## config.mk

```make
export PLATFORM = sky130hd
export DESIGN_NAME = artemis_gtp_link_init
export DESIGN_NICKNAME = d
export VERILOG_FILES = /design/src/rtl/artemis_gtp_pkg.sv /design/src/rtl/artemis_gtp_link_ch.sv /design/src/rtl/artemis_gtp_link_init.sv
export SDC_FILE = /design/constraint.sdc
export NUM_CORES = 1
export LEC_CHECK = 0
export ABC_AREA = 0
export BUFFER_PORTS_ARGS = -buffer_cell sky130_fd_sc_hd__buf_2
export CORE_MARGIN = 2
export CORE_UTILIZATION = 52
export DETAILED_ROUTE_END_ITERATION = 6
export PLACE_DENSITY = 0.75
export SETUP_SLACK_MARGIN = 0.2
export SLEW_MARGIN = 15
export SYNTH_ARGS = -nofsm -noshare
export SYNTH_HDL_FRONTEND = slang
export SYNTH_SLANG_ARGS = --single-unit
```

## constraint.sdc

```tcl
create_clock -name clk -period 3.83 [get_ports clk]
set_clock_uncertainty 0.15 [all_clocks]
set_input_delay 0.766 -clock clk [delete_from_list [all_inputs] [get_ports clk]]
set_output_delay 0.766 -clock clk [all_outputs]
set_load 0.05 [all_outputs]
```

## src/rtl/artemis_gtp_pkg.sv

```systemverilog
// Shared state codes and counter sizing for the GTP link bring-up controller.
package artemis_gtp_pkg;

    localparam logic [2:0] ST_RESET     = 3'd0;
    localparam logic [2:0] ST_WAIT_PLL  = 3'd1;
    localparam logic [2:0] ST_WAIT_DONE = 3'd2;
    localparam logic [2:0] ST_ALIGN     = 3'd3;
    localparam logic [2:0] ST_LINKED    = 3'd4;

    // Bits needed to count 0 .. n-1, never less than one.
    function automatic int cnt_w(input int n);
        return (n <= 2) ? 1 : $clog2(n);
    endfunction

endpackage

```

## src/rtl/artemis_gtp_link_ch.sv

```systemverilog
// One transceiver channel: reset sequencing, lock/done wait, comma alignment and link supervision.
// Optional electrical-idle unlink is built when ARTEMIS_GTP_ELEC_IDLE_EN is defined.
module artemis_gtp_link_ch
    import artemis_gtp_pkg::*;
#(
    parameter int BYTES        = 4,
    parameter int RESET_CYCLES = 16,
    parameter int TIMEOUT      = 65536,
    parameter int ALIGN_COMMAS = 8,
    parameter int ERR_WINDOW   = 1024,
    parameter int ERR_THRESH   = 4,
    parameter int ERR_W        = 16,
    parameter int IDLE_CYCLES  = 256
) (
    input  logic             clk,
    input  logic             rst,
    input  logic             i_enable,
    input  logic             i_pll_detect_k,
    input  logic             i_reset_done,
    input  logic [BYTES-1:0] i_rx_char_is_comma,
    input  logic [BYTES-1:0] i_disparity_error,
    input  logic [BYTES-1:0] i_rx_not_in_table,
    input  logic             i_rx_elec_idle,
    output logic             o_gtp_reset,
    output logic             o_rx_reset,
    output logic             o_link_up,
    output logic [2:0]       o_state,
    output logic [ERR_W-1:0] o_err_count
);

    // The reset-length count shares the timeout counter, so size it for the larger of the two.
    localparam int TW = cnt_w((TIMEOUT > RESET_CYCLES) ? TIMEOUT : RESET_CYCLES);
    localparam int CW = cnt_w(ALIGN_COMMAS);
    localparam int WW = cnt_w(ERR_WINDOW);
    localparam int EW = cnt_w(ERR_THRESH);
    localparam logic [TW-1:0] TMO_LAST   = TW'(TIMEOUT - 1);
    localparam logic [TW-1:0] RST_LAST   = TW'(RESET_CYCLES - 1);
    localparam logic [CW-1:0] COMMA_LAST = CW'(ALIGN_COMMAS - 1);
    localparam logic [WW-1:0] WIN_LAST   = WW'(ERR_WINDOW - 1);
    localparam logic [EW-1:0] THR_LAST   = EW'(ERR_THRESH - 1);

    logic [2:0]       state_q, state_d;
    logic [TW-1:0]    tmo_cnt_q, tmo_cnt_d;
    logic [CW-1:0]    comma_cnt_q, comma_cnt_d;
    logic [WW-1:0]    win_cnt_q, win_cnt_d;
    logic [EW-1:0]    win_err_q, win_err_d;
    logic [ERR_W-1:0] err_cnt_q, err_cnt_d;
    logic             gtp_reset_q, gtp_reset_d;
    logic             rx_reset_q, rx_reset_d;
    logic             link_q, link_d;

    logic code_err, comma_word, tmo_last, idle_hit;

    assign code_err   = |(i_disparity_error | i_rx_not_in_table);
    assign comma_word = (|i_rx_char_is_comma) && !code_err;
    assign tmo_last   = (tmo_cnt_q == TMO_LAST);

`ifdef ARTEMIS_GTP_ELEC_IDLE_EN
    localparam int IW = cnt_w(IDLE_CYCLES);
    localparam logic [IW-1:0] IDLE_LAST = IW'(IDLE_CYCLES - 1);
    logic [IW-1:0] idle_cnt_q, idle_cnt_d;

    assign idle_hit = i_rx_elec_idle && (idle_cnt_q == IDLE_LAST);

    always_comb begin
        idle_cnt_d = '0;
        if (state_q == ST_LINKED && state_d == ST_LINKED && i_rx_elec_idle)
            idle_cnt_d = idle_cnt_q + 1'b1;
    end

    always_ff @(posedge clk or posedge rst) begin
        if (rst) idle_cnt_q <= '0;
        else     idle_cnt_q <= idle_cnt_d;
    end
`else
    logic unused_idle;
    assign idle_hit    = 1'b0;
    assign unused_idle = i_rx_elec_idle ^ (IDLE_CYCLES != 0);
`endif

    always_ff @(posedge clk or posedge rst) begin
        if (rst) begin
            state_q     <= ST_RESET;
            tmo_cnt_q   <= '0;
            comma_cnt_q <= '0;
            win_cnt_q   <= '0;
            win_err_q   <= '0;
            err_cnt_q   <= '0;
            gtp_reset_q <= 1'b1;
            rx_reset_q  <= 1'b0;
            link_q      <= 1'b0;
        end else begin
            state_q     <= state_d;
            tmo_cnt_q   <= tmo_cnt_d;
            comma_cnt_q <= comma_cnt_d;
            win_cnt_q   <= win_cnt_d;
            win_err_q   <= win_err_d;
            err_cnt_q   <= err_cnt_d;
            gtp_reset_q <= gtp_reset_d;
            rx_reset_q  <= rx_reset_d;
            link_q      <= link_d;
        end
    end

    always_comb begin
        state_d     = state_q;
        tmo_cnt_d   = tmo_cnt_q + 1'b1;
        comma_cnt_d = comma_cnt_q;
        win_cnt_d   = '0;
        win_err_d   = '0;
        err_cnt_d   = err_cnt_q;
        case (state_q)
            ST_RESET: begin
                if (tmo_cnt_q == RST_LAST) state_d = ST_WAIT_PLL;
            end
            ST_WAIT_PLL: begin
                if (tmo_last)            state_d = ST_RESET;
                else if (i_pll_detect_k) state_d = ST_WAIT_DONE;
            end
            ST_WAIT_DONE: begin
                if (!i_pll_detect_k || tmo_last) state_d = ST_RESET;
                else if (i_reset_done)           state_d = ST_ALIGN;
            end
            ST_ALIGN: begin
                if (!i_pll_detect_k) begin
                    state_d = ST_RESET;
                end else if (tmo_last) begin
                    // Stay put and retry with a fresh RX datapath reset.
                    tmo_cnt_d   = '0;
                    comma_cnt_d = '0;
                end else if (comma_word) begin
                    if (comma_cnt_q == COMMA_LAST) state_d = ST_LINKED;
                    else                           comma_cnt_d = comma_cnt_q + 1'b1;
                end else if (code_err) begin
                    comma_cnt_d = '0;
                end
            end
            ST_LINKED: begin
                tmo_cnt_d = '0;
                win_cnt_d = (win_cnt_q == WIN_LAST) ? '0 : win_cnt_q + 1'b1;
                win_err_d = (win_cnt_q == WIN_LAST) ? '0 : win_err_q + EW'(code_err);
                if (code_err && err_cnt_q != {ERR_W{1'b1}})
                    err_cnt_d = err_cnt_q + 1'b1;
                if (!i_pll_detect_k)
                    state_d = ST_RESET;
                else if ((code_err && win_err_q == THR_LAST) || idle_hit)
                    state_d = ST_ALIGN;
            end
            default: state_d = ST_RESET;
        endcase

        if (!i_enable) begin
            state_d   = ST_RESET;
            tmo_cnt_d = '0;
        end
        if (state_d != state_q) tmo_cnt_d = '0;
        if (state_d == ST_ALIGN && state_q != ST_ALIGN) comma_cnt_d = '0;
        if (state_d != ST_LINKED) begin
            win_cnt_d = '0;
            win_err_d = '0;
        end
    end

    always_comb begin
        gtp_reset_d = (state_d == ST_RESET);
        link_d      = (state_q == ST_LINKED);
        rx_reset_d  = (state_d == ST_ALIGN) && ((state_q != ST_ALIGN) || tmo_last);
    end

    assign o_gtp_reset = gtp_reset_q;
    assign o_rx_reset  = rx_reset_q;
    assign o_link_up   = link_q;
    assign o_state     = state_q;
    assign o_err_count = err_cnt_q;

endmodule

```

## src/rtl/artemis_gtp_link_init.sv

```systemverilog
// Multi-channel GTP bring-up and link supervision; one independent controller per channel.
// Optional electrical-idle unlink is built when ARTEMIS_GTP_ELEC_IDLE_EN is defined.
module artemis_gtp_link_init
    import artemis_gtp_pkg::*;
#(
    parameter int NUM_CH       = 2,
    parameter int BYTES        = 4,
    parameter int RESET_CYCLES = 16,
    parameter int TIMEOUT      = 65536,
    parameter int ALIGN_COMMAS = 8,
    parameter int ERR_WINDOW   = 1024,
    parameter int ERR_THRESH   = 4,
    parameter int ERR_W        = 16,
    parameter int IDLE_CYCLES  = 256
) (
    input  logic                    clk,
    input  logic                    rst,
    input  logic [NUM_CH-1:0]       i_enable,
    input  logic [NUM_CH-1:0]       i_pll_detect_k,
    input  logic [NUM_CH-1:0]       i_reset_done,
    input  logic [NUM_CH*BYTES-1:0] i_rx_char_is_comma,
    input  logic [NUM_CH*BYTES-1:0] i_disparity_error,
    input  logic [NUM_CH*BYTES-1:0] i_rx_not_in_table,
    input  logic [NUM_CH-1:0]       i_rx_elec_idle,
    output logic [NUM_CH-1:0]       o_gtp_reset,
    output logic [NUM_CH-1:0]       o_rx_reset,
    output logic [NUM_CH-1:0]       o_link_up,
    output logic [NUM_CH*3-1:0]     o_state,
    output logic [NUM_CH*ERR_W-1:0] o_err_count
);

    for (genvar g = 0; g < NUM_CH; g++) begin : g_ch
        artemis_gtp_link_ch #(
            .BYTES        (BYTES),
            .RESET_CYCLES (RESET_CYCLES),
            .TIMEOUT      (TIMEOUT),
            .ALIGN_COMMAS (ALIGN_COMMAS),
            .ERR_WINDOW   (ERR_WINDOW),
            .ERR_THRESH   (ERR_THRESH),
            .ERR_W        (ERR_W),
            .IDLE_CYCLES  (IDLE_CYCLES)
        ) u_ch (
            .clk                (clk),
            .rst                (rst),
            .i_enable           (i_enable[g]),
            .i_pll_detect_k     (i_pll_detect_k[g]),
            .i_reset_done       (i_reset_done[g]),
            .i_rx_char_is_comma (i_rx_char_is_comma[g*BYTES +: BYTES]),
            .i_disparity_error  (i_disparity_error[g*BYTES +: BYTES]),
            .i_rx_not_in_table  (i_rx_not_in_table[g*BYTES +: BYTES]),
            .i_rx_elec_idle     (i_rx_elec_idle[g]),
            .o_gtp_reset        (o_gtp_reset[g]),
            .o_rx_reset         (o_rx_reset[g]),
            .o_link_up          (o_link_up[g]),
            .o_state            (o_state[g*3 +: 3]),
            .o_err_count        (o_err_count[g*ERR_W +: ERR_W])
        );
    end

endmodule
```

* Yosys cells after proc, flatten, opt, wreduce, memory -nomap -nowiden *
Cells that the tools add are included.

storage, ports and cells
  register bits after elaboration = 106
  input bits = 34
  output and inout port bits = 44
  logic and storage cells = 158

cells by class
  $add $sub $neg = 10
  eq/ne operators = 30
  muxes and demuxes = 62
  bitwise gates (word level) = 2
  reduce and logical (&&, ||, !) cells = 36

operator list
  cell                   number
  $mux 16                8
  $mux 3                 38
  $add 16x1->16 const B  4
  $pmux 16 s2            2
  $mux 10                6
  $eq 16x16->1 const B   2
  $eq 16x4->1 const B    2
  $ne 16x16->1 const B   2
  $pmux 3 s5             2
  $add 10x1->10 const B  2
  $eq 10x10->1 const B   2
  $eq 3x2->1 const B     6
  $reduce_or 4->1        4
  $eq 3x3->1 const B     4
  $logic_not 3->1        4
  $mux 2                 6
  $logic_and 1x1->1      10
  $ne 4x4->1 const B     2
  $or 4x4->4             2
  $reduce_and 4->1       2
  $reduce_bool 2->1      4
  $reduce_bool 4->1      2
  $add 3x1->3 const B    2
  $eq 3x1->1 const B     2
  8 further kinds        20

* Depth between registers and ports, before layout *
  depth after elaboration = 13
  gate-level depth with buffers = 9
  gate-level depth less buffers = 7

* Cells and area by module *
A second synthesis with hierarchy kept.

unflattened totals
  cells, all modules = 553
  area total of the unflattened synthesis = 5,639.2 µm²

by module, submodules not included
  module                              instances  cells an instance  area each (µm²)  sequential area each (µm²)
  artemis_gtp_link_ch (g_ch[1].u_ch)  1          278                2,835.2          1,327.5
  artemis_gtp_link_ch (g_ch[0].u_ch)  1          275                2,803.9          1,327.5

* Worst setup path after synthesis *
No wires, ideal clock.

  kind = input -> register
  start = input port i_rx_not_in_table[6]
  end = register g_ch[1].u_ch.gtp_reset_q
  setup time = 0.094 ns
  data arrival time = 2.298 ns
  data required time = 3.586 ns
  setup slack = 1.287 ns
  cell stages on the path = 6
  buffers on the path = 0
  path through = or4_1 nor3_1 a31oi_1 o311ai_1 inv_1 a311oi_1

between the ends
  longest elaborated chain between the ends = 10
  elaborated cells between the ends (all ways) = 13
  those cells by class = mux (7); bitwise (1); reduce/logical (5)

RTL lines
  what                          RTL line                     text
  start, declared               artemis_gtp_link_init.sv:23  input logic [NUM_CH*BYTES-1:0] i_rx_not_in_table,
  $or 4x4->4 *                  artemis_gtp_link_ch.sv:54    assign code_err = |(i_disparity_error | i_rx_not_in_table);
  $reduce_or 4->1 *             artemis_gtp_link_ch.sv:54
  $logic_not 1->1               artemis_gtp_link_ch.sv:55    assign comma_word = (|i_rx_char_is_comma) && !code_err;
  $logic_and 1x1->1             artemis_gtp_link_ch.sv:55
  $mux 3                        artemis_gtp_link_ch.sv:131   end else if (comma_word) begin
  $mux 3                        artemis_gtp_link_ch.sv:127   end else if (tmo_last) begin
  $mux 3                        artemis_gtp_link_ch.sv:125   if (!i_pll_detect_k) begin
  $pmux 3 s5 *                  artemis_gtp_link_ch.sv:112   case (state_q)
  $mux 3 *                      artemis_gtp_link_ch.sv:152   if (!i_enable) begin
  net g_ch[1].u_ch.state_d[0]   artemis_gtp_link_ch.sv:42    logic [2:0] state_q, state_d;
  $logic_not 3->1 *             artemis_gtp_link_ch.sv:165   gtp_reset_d = (state_d == ST_RESET);
  net g_ch[1].u_ch.gtp_reset_d  artemis_gtp_link_ch.sv:48    logic gtp_reset_q, gtp_reset_d;
  end signal, assigned          artemis_gtp_link_ch.sv:99    gtp_reset_q <= gtp_reset_d;
  end, declared                 artemis_gtp_link_ch.sv:48

The timed path passes the listed nets; every way through them passes the cells marked *.
A chain may end at the register's enable or synchronous reset.

* Final worst setup path *
  start = register g_ch[1].u_ch.state_q[0]
  end = register g_ch[1].u_ch.err_cnt_q[13]

between the ends
  longest elaborated chain between the ends = 2

RTL lines
  what                               RTL line                   text
  start, declared                    artemis_gtp_link_ch.sv:42
  start signal, assigned             artemis_gtp_link_ch.sv:93  state_q <= state_d;
  $eq 3x3->1                         -
  net g_ch[1].u_ch.link_d            artemis_gtp_link_ch.sv:50  logic link_q, link_d;
  $reduce_and 2->1 (no source line)  -
  end signal, assigned               artemis_gtp_link_ch.sv:98  err_cnt_q <= err_cnt_d;
  end, declared                      artemis_gtp_link_ch.sv:47  logic [ERR_W-1:0] err_cnt_q, err_cnt_d;

The timed path passes the listed nets, and every way through them passes these cells.

==> out/metrics.yaml <==
run_status:
  outcome: "finished, final reports clean"
grt:
  gr-total-overflow: 0
  grt_pass1_vias: 4169
  grt_pass1_wl_um: 18900
  antenna_found_initial: 0
  grt_max_degree: 46
  grt_util_all_layers_pct: 20.6
worst_setup_path:
  cpPeakStageDelay_ns: 0.77
  cp_max_fo: 13
  path_class: "flop to flop"
  worst_ep_arrival_time_ns: 3.03
  startpoint_type: "flop"
  path_cells: "nor3b_1, o21ai_0, a31oi_1, and4_1, nand4_1, xnor2_1"
  crit_slowest_cell: "a31oi_1"
  endpoint_kind: "flop"
  crit_required_ns: 3.95
job:
  drv_cap: 0
clock_tree:
  post_cts_buffers: 0
  htreeDepth: 3
  clk_latency_ns: 0.38
  holdBufCountCts: 0
  cts_tree: "done"
  cts.clk_slew.worst_paths_ns: 0.11
  cts_buffer_depth: 2
  cts.repair.resized: 0
  cts_made_buffers: 9
  cts-root-buf: "clkbuf_8"
  cts.sinks: 106
floorplanning:
  die_w_um: 106
  fp.dieArea_um2: 11300
  io_pins: 78
  die_y_um: 106
  rows: 37
  initial_utilization_pct: 53.3
  core_um2: 10200
route:
  drc: 0
  drt-wirelength-per-cell_um: 14.2
  highest-signal-layer: "met4"
  wl_met3_um: 440
  avgViaCountPerCell: 5.56
  ant_nets: 0
  drtIter0Drc: 288
  wl_met2_um: 5040
  num_vias: 4192
  wirelength_um: 10700
  wl_met1_um: 5010
  dr.pass1.iters: 4
synth:
  synth_edf_count: 0
  yosysSeqAreaShare_pct: 48.7
  yosys.area_share.simple_pct: 26.2
  muxShareOfSynthArea_pct: 0.757
  synth-seq-cells: 106
  synth_top_family_by_area: "simple AND/OR/NAND/NOR gates"
  syn_area_um2: 5450
  synthXorXnorAreaFrac_pct: 12.4
  netlist_instances: 545
  synth_ff_type: "dfrtp_1"
  synth_nets: 591
  synth_compound_area_share_pct: 5.90
  synthAdderAreaFrac_pct: 2.75
  yosysWarnings: 0
  synthArstFlopShare_pct: 100
  syn_avg_cell_area_um2: 10.0
  synth_cell_types: 55
placed_design:
  placed_area_um2: 5920
  hpwl_um: 7800
  gp_congestion: 0.904
  port_buffers: 75
timing:
  maxSlewViolCount: 0
  setup-violations-final: 0
  period_minus_slack_ns: 2.91
  rsz0062_at_grt: "no"
  fmax_mhz: 344
  hold_viol: 0
  setup-tns-final_ns: 0
  min_period_over_period_pct: 75.9
  tightest_slew_ns: 0.977
  slew_headroom_pct: 34.8
  timing.hold.ws_ns: 0.340
power:
  power.total_w: 0.00191
  vdd_drop_max_mv: 0.190
  leakage_nw: 2.86
  power_density_nw_per_um2: 312
final_layout:
  fin_nets: 659
  antennaDiodeCount: 0
  drive_above_1_share_pct: 18.0
  layout_commonest_cell: "dfrtp_1"
  mostFrequentLayoutCells: "104 x dfrtp_1, 75 x buf_2, 70 x nor2_1"
  area_growth_pct: 12.4
  fin_area_um2: 6130
  utilization_pct: 59.9
worst_hold_path:
  hold_class: "flop to flop"
## kinds of logic after synthesis
kind of cell             after synthesis
AND/OR/NAND/NOR                      265
AO/OA/AOI/OAI                         43
flip-flops                           106
XOR/XNOR                              77
buffers and inverters                 38
multiplexers                           4
adder cells (fa/ha/maj)               12
## cell usage after synthesis, types with 3 or more instances
cell	count	area, um^2
a211o_1	3	26.3
a211oi_1	4	30.0
a22oi_1	4	30.0
a31oi_1	4	25.0
and2_1	5	31.3
and3_1	16	100
and4_1	8	70.1
buf_4	6	45.0
clkbuf_1	12	45.0
dfrtp_1	104	2600
ha_1	12	150
inv_1	16	60.1
mux2i_1	3	30.0
nand2_1	44	165
nand2b_1	4	25.0
nand3_1	33	165
nand4_1	16	100
nand4_2	3	37.5
nor2_1	70	263
nor3_1	21	105
nor3b_1	6	45.0
nor4_1	19	119
nor4_2	3	37.5
o21a_1	4	30.0
o21ai_0	8	40.0
or4_1	3	22.5
xnor2_1	45	394
xor2_1	32	280
## registers in the layout (all words and copies together), names as in the netlist
name                   flops
g_ch.u_ch.comma_cnt_q      6
g_ch.u_ch.o_link_up        2
g_ch.u_ch.win_err_q        4
g_ch.u_ch.o_gtp_reset      2
g_ch.u_ch.win_cnt_q       20
g_ch.u_ch.o_state          6
g_ch.u_ch.tmo_cnt_q       32
g_ch.u_ch.o_rx_reset       2
g_ch.u_ch.o_err_count     32
## final timing paths
kind,start,to,slack (ns),cells past startpoint
hold / removal,g_ch[0].u_ch.o_err_count[10],g_ch[0].u_ch.o_err_count[10],0.34,1
min in group asynchronous,rst,g_ch[1].u_ch.o_link_up,0.44,2
setup / recovery,g_ch[1].u_ch.o_state[0],g_ch[1].u_ch.o_err_count[13],0.92,6
hold reg to reg,g_ch[0].u_ch.o_err_count[10],g_ch[0].u_ch.o_err_count[10],0.34,1
max in group asynchronous,rst,g_ch[0].u_ch.o_gtp_reset,2.24,3
setup reg to reg,g_ch[1].u_ch.o_state[0],g_ch[1].u_ch.o_err_count[13],0.92,6
## through the flow
step	setup slack [ns]	std cells
global route	0.685	754
CTS	0.932	754
detailed placement	0.829	738
finish	0.922	754
global placement	0.828	738
floorplan	1.29	545
## final cells by class
type	count	area [um^2]
inverters	16	63.8
fillers	878	4100
repair buffers	79	418
clock inverters	7	83.8
multi-input cells	401	2610
well taps	136	170
clock buffers	9	124
flip-flops and latches	106	2660
## power breakdown
part	leakage (nW)	switching, W	internal, W
clock	0.108	0.000403	0.000316
combinational	1.30	0.0000433	0.0000236
sequential	1.46	0.00000464	0.00112
## worst max-delay path, delay by kind of cell (launching register included)
family                    cells  cell delay (ns)
DFF                           1             0.54
AOI/OAI and AO/OA             2             1.04
xor gates and xnor gates      1             0.15
and+or+nand+nor               3             0.92
## routing by layer
metal | GRT usage (%) | vias to the layer above
li1 | - | 2066
met1 | 27.9 | 2017
met2 | 33.1 | 90
met3 | 3.07 | 19
met4 | 8.93 | 0
met5 | 0 | -
Power figures use the tool's default switching activity.
